## src/rtl/pwm_multi_ch.sv

```systemverilog
// Multi-channel PWM generator: one shared period counter, double-buffered ARR/CCR.
// Optional macro PWM_CENTER_ALIGN_EN adds a 'center' input for up/down (centre-aligned) counting.
module pwm_multi_ch #(
    parameter int CNT_W  = 16,
    parameter int CH_NUM = 4
) (
    input  logic                    clk_50mhz,
    input  logic                    rst,
    input  logic                    en,
    input  logic                    load,
    input  logic [CNT_W-1:0]        arr_in,
    input  logic [CH_NUM*CNT_W-1:0] ccr_in,
`ifdef PWM_CENTER_ALIGN_EN
    input  logic                    center,
`endif
    output logic [CH_NUM-1:0]       pwm,
    output logic                    period_end,
    output logic                    upd_pending
);

    localparam logic [CNT_W-1:0] CNT_ONE = CNT_W'(1);

    logic [CNT_W-1:0]        cnt_q, cnt_d;
    logic [CNT_W-1:0]        arr_act_q, arr_act_d;
    logic [CNT_W-1:0]        arr_pre_q, arr_pre_d;
    logic [CH_NUM*CNT_W-1:0] ccr_act_q, ccr_act_d;
    logic [CH_NUM*CNT_W-1:0] ccr_pre_q, ccr_pre_d;
    logic                    pend_q, pend_d;
    logic [CH_NUM-1:0]       pwm_q, pwm_d;
    logic                    pe_q, pe_d;
    logic                    boundary;

`ifdef PWM_CENTER_ALIGN_EN
    typedef enum logic {DIR_UP, DIR_DOWN} dir_e;
    dir_e dir_q, dir_d;
    logic center_q, center_d;
`endif

    // Counter sequencing; boundary marks the last cycle of a period.
    always_comb begin
        // NOTE: every combinational output gets a default first so no latch is inferred.
        cnt_d    = cnt_q;
        boundary = 1'b0;
`ifdef PWM_CENTER_ALIGN_EN
        dir_d    = dir_q;
`endif
        if (!en) begin
            cnt_d = '0;
`ifdef PWM_CENTER_ALIGN_EN
            dir_d = DIR_UP;
`endif
        end
`ifdef PWM_CENTER_ALIGN_EN
        else if (center_q) begin
            if (arr_act_q == '0) begin
                boundary = 1'b1;
                cnt_d    = '0;
                dir_d    = DIR_UP;
            end else if (cnt_q == CNT_ONE && (dir_q == DIR_DOWN || arr_act_q == CNT_ONE)) begin
                // arr_act==1 turns around straight into 0, so the top is also the boundary.
                boundary = 1'b1;
                cnt_d    = '0;
                dir_d    = DIR_UP;
            end else if (dir_q == DIR_UP) begin
                if (cnt_q == arr_act_q) begin
                    dir_d = DIR_DOWN;
                    cnt_d = cnt_q - CNT_ONE;
                end else begin
                    cnt_d = cnt_q + CNT_ONE;
                end
            end else begin
                cnt_d = cnt_q - CNT_ONE;
            end
        end
`endif
        else if (cnt_q == arr_act_q) begin
            boundary = 1'b1;
            cnt_d    = '0;
        end else begin
            cnt_d = cnt_q + CNT_ONE;
        end
    end

    // Shadow registers: a load on a boundary or while idle bypasses the preload stage.
    always_comb begin
        arr_act_d = arr_act_q;
        ccr_act_d = ccr_act_q;
        arr_pre_d = arr_pre_q;
        ccr_pre_d = ccr_pre_q;
        pend_d    = pend_q;
        if (load) begin
            arr_pre_d = arr_in;
            ccr_pre_d = ccr_in;
            if (boundary || !en) begin
                arr_act_d = arr_in;
                ccr_act_d = ccr_in;
                pend_d    = 1'b0;
            end else begin
                pend_d    = 1'b1;
            end
        end else if (boundary && pend_q) begin
            arr_act_d = arr_pre_q;
            ccr_act_d = ccr_pre_q;
            pend_d    = 1'b0;
        end
    end

    always_comb begin
        pwm_d = '0;
        for (int i = 0; i < CH_NUM; i++) begin
            pwm_d[i] = en && (cnt_q < ccr_act_q[i*CNT_W +: CNT_W]);
        end
        pe_d = boundary;
    end

`ifdef PWM_CENTER_ALIGN_EN
    // Mode changes only between periods so a running period is never distorted.
    always_comb begin
        center_d = center_q;
        if (boundary || !en) begin
            center_d = center;
        end
    end
`endif

    // NOTE: sequential state uses non-blocking assignments only, so every register sees pre-edge values.
    always_ff @(posedge clk_50mhz or posedge rst) begin
        if (rst) begin
            cnt_q     <= '0;
            arr_act_q <= '0;
            arr_pre_q <= '0;
            ccr_act_q <= '0;
            ccr_pre_q <= '0;
            pend_q    <= 1'b0;
            pwm_q     <= '0;
            pe_q      <= 1'b0;
`ifdef PWM_CENTER_ALIGN_EN
            dir_q     <= DIR_UP;
            center_q  <= 1'b0;
`endif
        end else begin
            cnt_q     <= cnt_d;
            arr_act_q <= arr_act_d;
            arr_pre_q <= arr_pre_d;
            ccr_act_q <= ccr_act_d;
            ccr_pre_q <= ccr_pre_d;
            pend_q    <= pend_d;
            pwm_q     <= pwm_d;
            pe_q      <= pe_d;
`ifdef PWM_CENTER_ALIGN_EN
            dir_q     <= dir_d;
            center_q  <= center_d;
`endif
        end
    end

    assign pwm         = pwm_q;
    assign period_end  = pe_q;
    assign upd_pending = pend_q;

endmodule

```

## config.mk

```make
export PLATFORM = sky130hd
export DESIGN_NAME = pwm_multi_ch
export DESIGN_NICKNAME = d
export VERILOG_FILES = /design/src/rtl/pwm_multi_ch.sv
export SDC_FILE = /design/constraint.sdc
export NUM_CORES = 1
export LEC_CHECK = 0
export CORE_ASPECT_RATIO = 0.9
export CORE_MARGIN = 3
export CORE_UTILIZATION = 40
export CTS_BUF_LIST = sky130_fd_sc_hd__clkbuf_16
export DETAILED_ROUTE_END_ITERATION = 7
export GPL_ROUTABILITY_DRIVEN = 0
export PLACE_DENSITY = 0.59
export SETUP_SLACK_MARGIN = 0.2
export SLEW_MARGIN = 40
export SYNTH_ARGS = -nofsm -noshare
export SYNTH_HDL_FRONTEND = slang
export SYNTH_SLANG_ARGS = --single-unit
```

## constraint.sdc

```tcl
create_clock -name clk_50mhz -period 6.6 [get_ports clk_50mhz]
set_input_delay 0.66 -clock clk_50mhz [delete_from_list [all_inputs] [get_ports clk_50mhz]]
set_output_delay 0.66 -clock clk_50mhz [all_outputs]
set_load 0.02 [all_outputs]
```

==> metrics.md, run 1 <==
| Metric | Value |
|---|---|
| Outcome | `completed` |
| WP data arrival | `3740 ps` |
| Post-Syn Area | `8550 µm²` |
| Reg area | `4550 µm²` |
| DRC Markers | `0` |
| H-tree depth | `4` |
| Synth Instances | `651` |
| VDD IR max | `0.000178 V` |
| Core area | `20900 µm²` |
| CP max FO | `45` |
| Avg Cell Area, Syn | `13.1 µm²` |
| Chip Width | `160 µm` |
| Maximum number of pins on one net before global-route repair | `83` |
| #FFs+latches synth | `182` |
| Pint | `2.08 mW` |
| Io pins | `90` |
| Clock root cell | `clkbuf_16` |
| Commonest non-fill, non-tap cell in the layout | `dfrtp_1` |
| Max cap viols | `0` |
| CP peak stage delay | `660 ps` |
| Row count | `50` |
| Pleak | `4.75 nW` |
| DR WL/cell | `16.8 µm` |
| CP Capture Type | `register` |
| Share of layout cells above drive strength 1 | `15.1%` |
| Die height | `145 µm` |
| Critical path class | `reg2reg` |
| Clock latency on the worst-skew pair | `430 ps` |
| Max-slew violations | `0` |
| Clk pwr share | `35.7%` |
| Comb power frac | `15.8%` |
| Worst min path class | `reg2reg` |
| Area growth syn-to-layout | `20.4%` |
| Fmax | `0.292 GHz` |
| Post-route ant nets | `0` |
| Longest Clk Path Bufs | `2` |
| Fin crit share | `51.9%` |
| TritonRoute pass-1 iters | `4` |
| Setup TNS | `0 ps` |
| Total global-route track usage | `16.1%` |
| Worst Setup Start Kind | `register` |
| Worst path cell trace | `xnor2_1, nand4_1, o41ai_4, nor2b_4, buf_4, mux2_1` |
| Top post-synthesis cells by area | `dfrtp_1 (53%), mux2_1 (11%), mux2_2 (11%)` |
| Post-layout minimum cycle time | `3430 ps` |
| Worst-margin pin slew | `754 ps` |
| Clock sink count | `182` |
| Filler cells | `1865` |
| Synthesized Nets | `796` |
| CP max-delay cell | `o41ai_4` |
| Port Buffers | `89` |
| CTS tree | `yes` |
| Gr ovfl total | `0` |
| HPWL Detailed | `12800 µm` |
| Switching Fraction | `25.4%` |
| Seq pwr share | `48.5%` |
| Vias in the first global route | `5580` |
| Initial DRC count | `238` |
| Most frequent cells in the layout | `dfrtp_1 (182), clkdlybuf4s50_1 (88), mux2_2 (80), mux2_1 (80), inv_1 (65)` |
| Die area | `23200 µm²` |
| PwrDens | `271 nW/µm²` |
| First-pass GRT wire length | `29200 µm` |
| Sequential area share after synthesis | `53.3%` |
| Number of CTS-inserted buffers | `17` |
| Final Total Pwr | `2.79 mW` |
| Setup Buffers After CTS | `0` |
| Cts repair resizes | `0` |
| Initial Utilization | `40.9%` |
| Post-synth top area share | `53.3%` |
| Sw Pwr | `0.709 mW` |
| Nets | `888` |
| # hold bufs at CTS | `0` |
| Antenna cell count | `0` |
| RSZ-0062 raised after global routing | `no` |
| Unique masters post-synth | `32` |
| Clock slew at reported path FFs | `60 ps` |
| Final setup fails | `0` |
| Final Hold Fails | `0` |
| Synth Warn # | `0` |
| Area leader, netlist | `dfrtp_1` |
| Via/cell ratio | `4.91` |
| Routed WL | `17500 µm` |
| Vias | `5102` |
| Initial antenna violation count | `0` |
| Slew HR | `49.7%` |
| Multi-input gate area | `3620 µm²` |
| Worst clock skew | `11.4 ps` |
| CP required | `6910 ps` |
-- per-layer routing --
metal  wire [µm]  up-vias  GRT usage [%]
met3         704       17           3.50
met4         267        0           5.62
met1        8300     2544           21.1
met2        8210       97           26.7
met5           0        -              0
li1            -     2444              -
-- worst max-delay path, delay by kind of cell, from the launching register on --
| kind | cells | cell delay (ps) |
|---|---|---|
| DFF | 1 | 520 |
| AOI/OAI and AO/OA | 1 | 660 |
| xor gates and xnor gates | 1 | 230 |
| and+or+nand+nor | 2 | 870 |
| muxes | 1 | 380 |
| buffers and inverters | 1 | 610 |
-- path summary, 6_finish.rpt --
path	from	endpoint	slack (ps)	cells past startpoint
setup / recovery	cnt_q[12]	ccr_act_q[51]	3170	6
hold / removal	ccr_act_q[47]	ccr_act_q[47]	480	1
setup reg to reg	cnt_q[12]	ccr_act_q[51]	3170	6
hold reg to reg	ccr_act_q[47]	ccr_act_q[47]	480	1
max in group asynchronous	rst	ccr_pre_q[35]	4830	3
min in group asynchronous	rst	ccr_pre_q[55]	660	2
-- registers in the layout, summed over array words and instances (netlist names) --
name,cells
ccr_act_q,64
pwm,4
arr_pre_q,16
ccr_pre_q,64
period_end,1
arr_act_q,16
cnt_q,16
upd_pending,1
-- cells by family after synthesis --
family,synth area share (%)
buffers and inverters,4.45
XOR/XNOR,2.97
AO/OA/AOI/OAI,4.55
multiplexers,21.2
flip-flops,53.3
adder cells (fa/ha/maj),8.93
AND/OR/NAND/NOR,4.65
-- synth_stat cells (all sizes together) --
library cell	n
clkbuf	11
mux2i	1
xor2	7
nor2	22
a211oi	4
nor2b	1
buf	10
dfrtp	182
a221oi	3
a21oi	20
nand2b	4
and2	3
or3	1
ha	61
o41ai	1
mux2	160
a21o	15
inv	63
xnor2	22
nand2	9
nor3	2
o21ai	5
and4	3
nor4b	1
and3	3
o21a	5
nand4	17
o211ai	4
nand3	11
-- metrics by stage --
step                setup slack [ps]  cell area (µm²)  utilization, %  hold WS (ps)  instances
finish                          3170            10300            49.3           483       1040
global route                    2930            10300            49.3           507       1040
CTS                             2840            10300            49.2           490       1039
detailed placement              2850             9720            46.5           476       1009
global placement                2690             9690            46.4           473       1008
floorplan                        996             8550               -           458        651
-- layout make-up --
cell class                 count  share of cell area [%]
clock buffer                  17                    4.13
clock inverter                13                    1.39
inverter                      63                    2.34
multi-input combinational    385                    35.2
sequential                   182                    44.2
tap                          286                    3.47
timing repair buffer          94                    9.26
-- power groups by stage --
| stage | clock (mW) | combinational [mW] | sequential, mW |
|---|---|---|---|
| floorplan | 0 | 0.312 | 1.34 |
| global placement | 0 | 0.427 | 1.37 |
| detailed placement | 0 | 0.448 | 1.38 |
| CTS | 1.02 | 0.452 | 1.36 |
| global route | 1.07 | 0.504 | 1.37 |
| finish | 0.996 | 0.442 | 1.35 |
Power figures use the tool's default switching activity.
==> run 2, diff against run 1 <==
==> constraint.sdc (replaced) <==
create_clock -name clk_50mhz -period 3.43 [get_ports clk_50mhz]
set_input_delay 0.343 -clock clk_50mhz [delete_from_list [all_inputs] [get_ports clk_50mhz]]
set_output_delay 0.343 -clock clk_50mhz [all_outputs]
set_load 0.02 [all_outputs]
==> run 2 against run 1 <==
Hold slack got worse by 180 ps. Cell count rose by 0.77%. Core utilization increased by 0.13 points. Critical path type unchanged. Sequential share of layout area down 0.12 points. Power up 88%. Clock skew is 3.4 ps lower. Non-clock buffer count is 6 higher. Critical path depth is 1 higher. Clock power grew 84%.
==> metrics.md, run 2 (synthesis results as in run 1) <==
| Metric | Value |
|---|---|
| Outcome | `completed` |
| Met1 Use GR | `20.8% (-0.30 points)` |
| CP peak stage delay | `580 ps (-80 ps)` |
| Setup TNS | `0 ps (unchanged)` |
| # hold bufs at CTS | `0 (unchanged)` |
| Gr ovfl total | `0 (unchanged)` |
| Max cap viols | `0 (unchanged)` |
| CP Capture Type | `register` |
| Maximum number of pins on one net before global-route repair | `94 (+13%)` |
| CP delay by family, top | `flip-flops` |
| Most frequent cells in the layout | `dfrtp_1 (182), clkdlybuf4s50_1 (88), mux2_2 (80), mux2_1 (80), inv_1 (65)` |
| Fmax | `0.352 GHz (+21%)` |
| CP required | `3740 ps (-3170 ps)` |
| Critical path class | `reg2reg` |
| Worst-margin pin slew | `547 ps (-207 ps)` |
| Worst path cell trace | `xnor2_1, nand4_1, o41ai_4, buf_4, nor2b_4, buf_12, mux2_1` |
| RSZ-0062 raised after global routing | `no` |
| Post-layout minimum cycle time | `2840 ps (-583 ps)` |
| Die height | `145 µm (unchanged)` |
| DR WL/cell | `16.8 µm (-0.31%)` |
| Row count | `50 (unchanged)` |
| Die area | `23200 µm² (unchanged)` |
| Cts repair resizes | `0 (unchanged)` |
| Initial antenna violation count | `0 (unchanged)` |
| TritonRoute pass-1 iters | `4 (unchanged)` |
| Via/cell ratio | `4.92 (+0.23%)` |
| Final setup fails | `0 (unchanged)` |
| WP data arrival | `3150 ps (-590 ps)` |
| Pleak | `4.77 nW (+0.26%)` |
| Commonest non-fill, non-tap cell in the layout | `dfrtp_1` |
| Clock latency on the worst-skew pair | `430 ps (about the same)` |
| Core area | `20900 µm² (unchanged)` |
| Filler cells | `1866 (+0.054%)` |
| Total global-route track usage | `16.2% (+0.098 points)` |
| Antenna cell count | `0 (unchanged)` |
| Pint | `3.88 mW (+86%)` |
| Number of CTS-inserted buffers | `17 (unchanged)` |
| DRC Markers | `0 (unchanged)` |
| H-tree depth | `4 (unchanged)` |
| Worst Setup Start Kind | `register` |
| Seq pwr share | `49.3% (+0.8 points)` |
| PwrDens | `509 nW/µm² (+88%)` |
| Vias | `5153 (+1.0%)` |
| Switching Fraction | `26.2% (+0.83 points)` |
| Share of layout cells above drive strength 1 | `16.1% (+1.0 points)` |
| Worst min path class | `in2async` |
| Routed WL | `17600 µm (+0.45%)` |
| Worst clock skew | `8.03 ps (-3.40 ps)` |
| Sw Pwr | `1.38 mW (+94%)` |
| Fin crit share | `82.9% (+31 points)` |
| Clk pwr share | `34.7% (-1.0 points)` |
| Nets | `894 (+0.68%)` |
| Routing usage on met3 | `3.50% (unchanged)` |
| Final Total Pwr | `5.26 mW (+88%)` |
| CP max-delay cell | `dfrtp_1` |
| Met2 GRT Util | `27.7% (+0.96 points)` |
| CTS tree | `yes` |
| First-pass GRT wire length | `29600 µm (+1.3%)` |
| Clock sink count | `182 (unchanged)` |
| HPWL Detailed | `12400 µm (-3.6%)` |
| Initial DRC count | `176 (-26%)` |
| CP max FO | `61 (+36%)` |
| Io pins | `90 (unchanged)` |
| Slew HR | `63.5% (+14 points)` |
| Port Buffers | `89 (unchanged)` |
| Clock root cell | `clkbuf_16` |
| Setup Buffers After CTS | `0 (unchanged)` |
| Longest Clk Path Bufs | `2 (unchanged)` |
| Final Hold Fails | `0 (unchanged)` |
| Comb power frac | `16.0% (+0.2 points)` |
| VDD IR max | `0.000318 V (+78%)` |
| Clock slew at reported path FFs | `70 ps (about the same)` |
| Initial Utilization | `40.9% (unchanged)` |
| Max-slew violations | `0 (unchanged)` |
| Vias in the first global route | `5757 (+3.2%)` |
| Post-route ant nets | `0 (unchanged)` |
| WP buf/inv | `2 (+1)` |
| Biggest regs | `ccr_act_q x64, ccr_pre_q x64` |
| Chip Width | `160 µm (unchanged)` |
| Grt peak-use layer | `met2` |
| Area growth syn-to-layout | `20.8%` |
-- run 2: final cells by class --
class	instances	area, µm²	area share (%)
sequential	182	4550	44.1
timing repair buffer	100	1010	9.77
clock buffer	17	425	4.12
clock inverter	15	116	1.13
tap	286	358	3.47
multi-input combinational	385	3620	35.1
inverter	63	240	2.33
-- run 2: routing by layer --
layer | vias up | wire (µm) | share of wire (%)
met5 | - | 0 | 0
met4 | 0 | 229 | 1.3
met3 | 15 | 728 | 4.1
met2 | 93 | 8480 | 48
met1 | 2583 | 8120 | 46
li1 | 2462 | - | -
-- run 2: power by group through the flow --
stage	logic (mW)	registers (mW)	clock network, mW
2_1_floorplan	0.601	2.58	0
3_3_place_gp	0.813	2.63	0
3_5_place_dp	0.855	2.63	0
4_1_cts	0.866	2.60	1.87
5_1_grt	0.963	2.63	1.95
6_report	0.842	2.59	1.83
-- run 2: per-stage QoR --
step	hold slack [ps]	std cells	worst slack (ps)	cell area (µm²)	utilization (%)
global placement	469	1016	661	9780	46.8
finish	303	1048	586	10300	49.4
global route	335	1048	489	10300	49.4
floorplan	458	651	750	8550	-
detailed placement	475	1016	651	9780	46.8
CTS	312	1048	634	10300	49.4
-- run 2: final timing paths --
check                               from            end  slack [ps]  cells past startpoint
setup / recovery                cnt_q[6]  ccr_act_q[47]         590                      7
hold / removal                       rst   arr_pre_q[9]         300                      2
setup reg to reg                cnt_q[6]  ccr_act_q[47]         590                      7
hold reg to reg            ccr_act_q[40]  ccr_act_q[40]         490                      1
max in group asynchronous            rst  ccr_act_q[46]        2280                      3
min in group clk_50mhz              load  ccr_pre_q[32]         380                      2
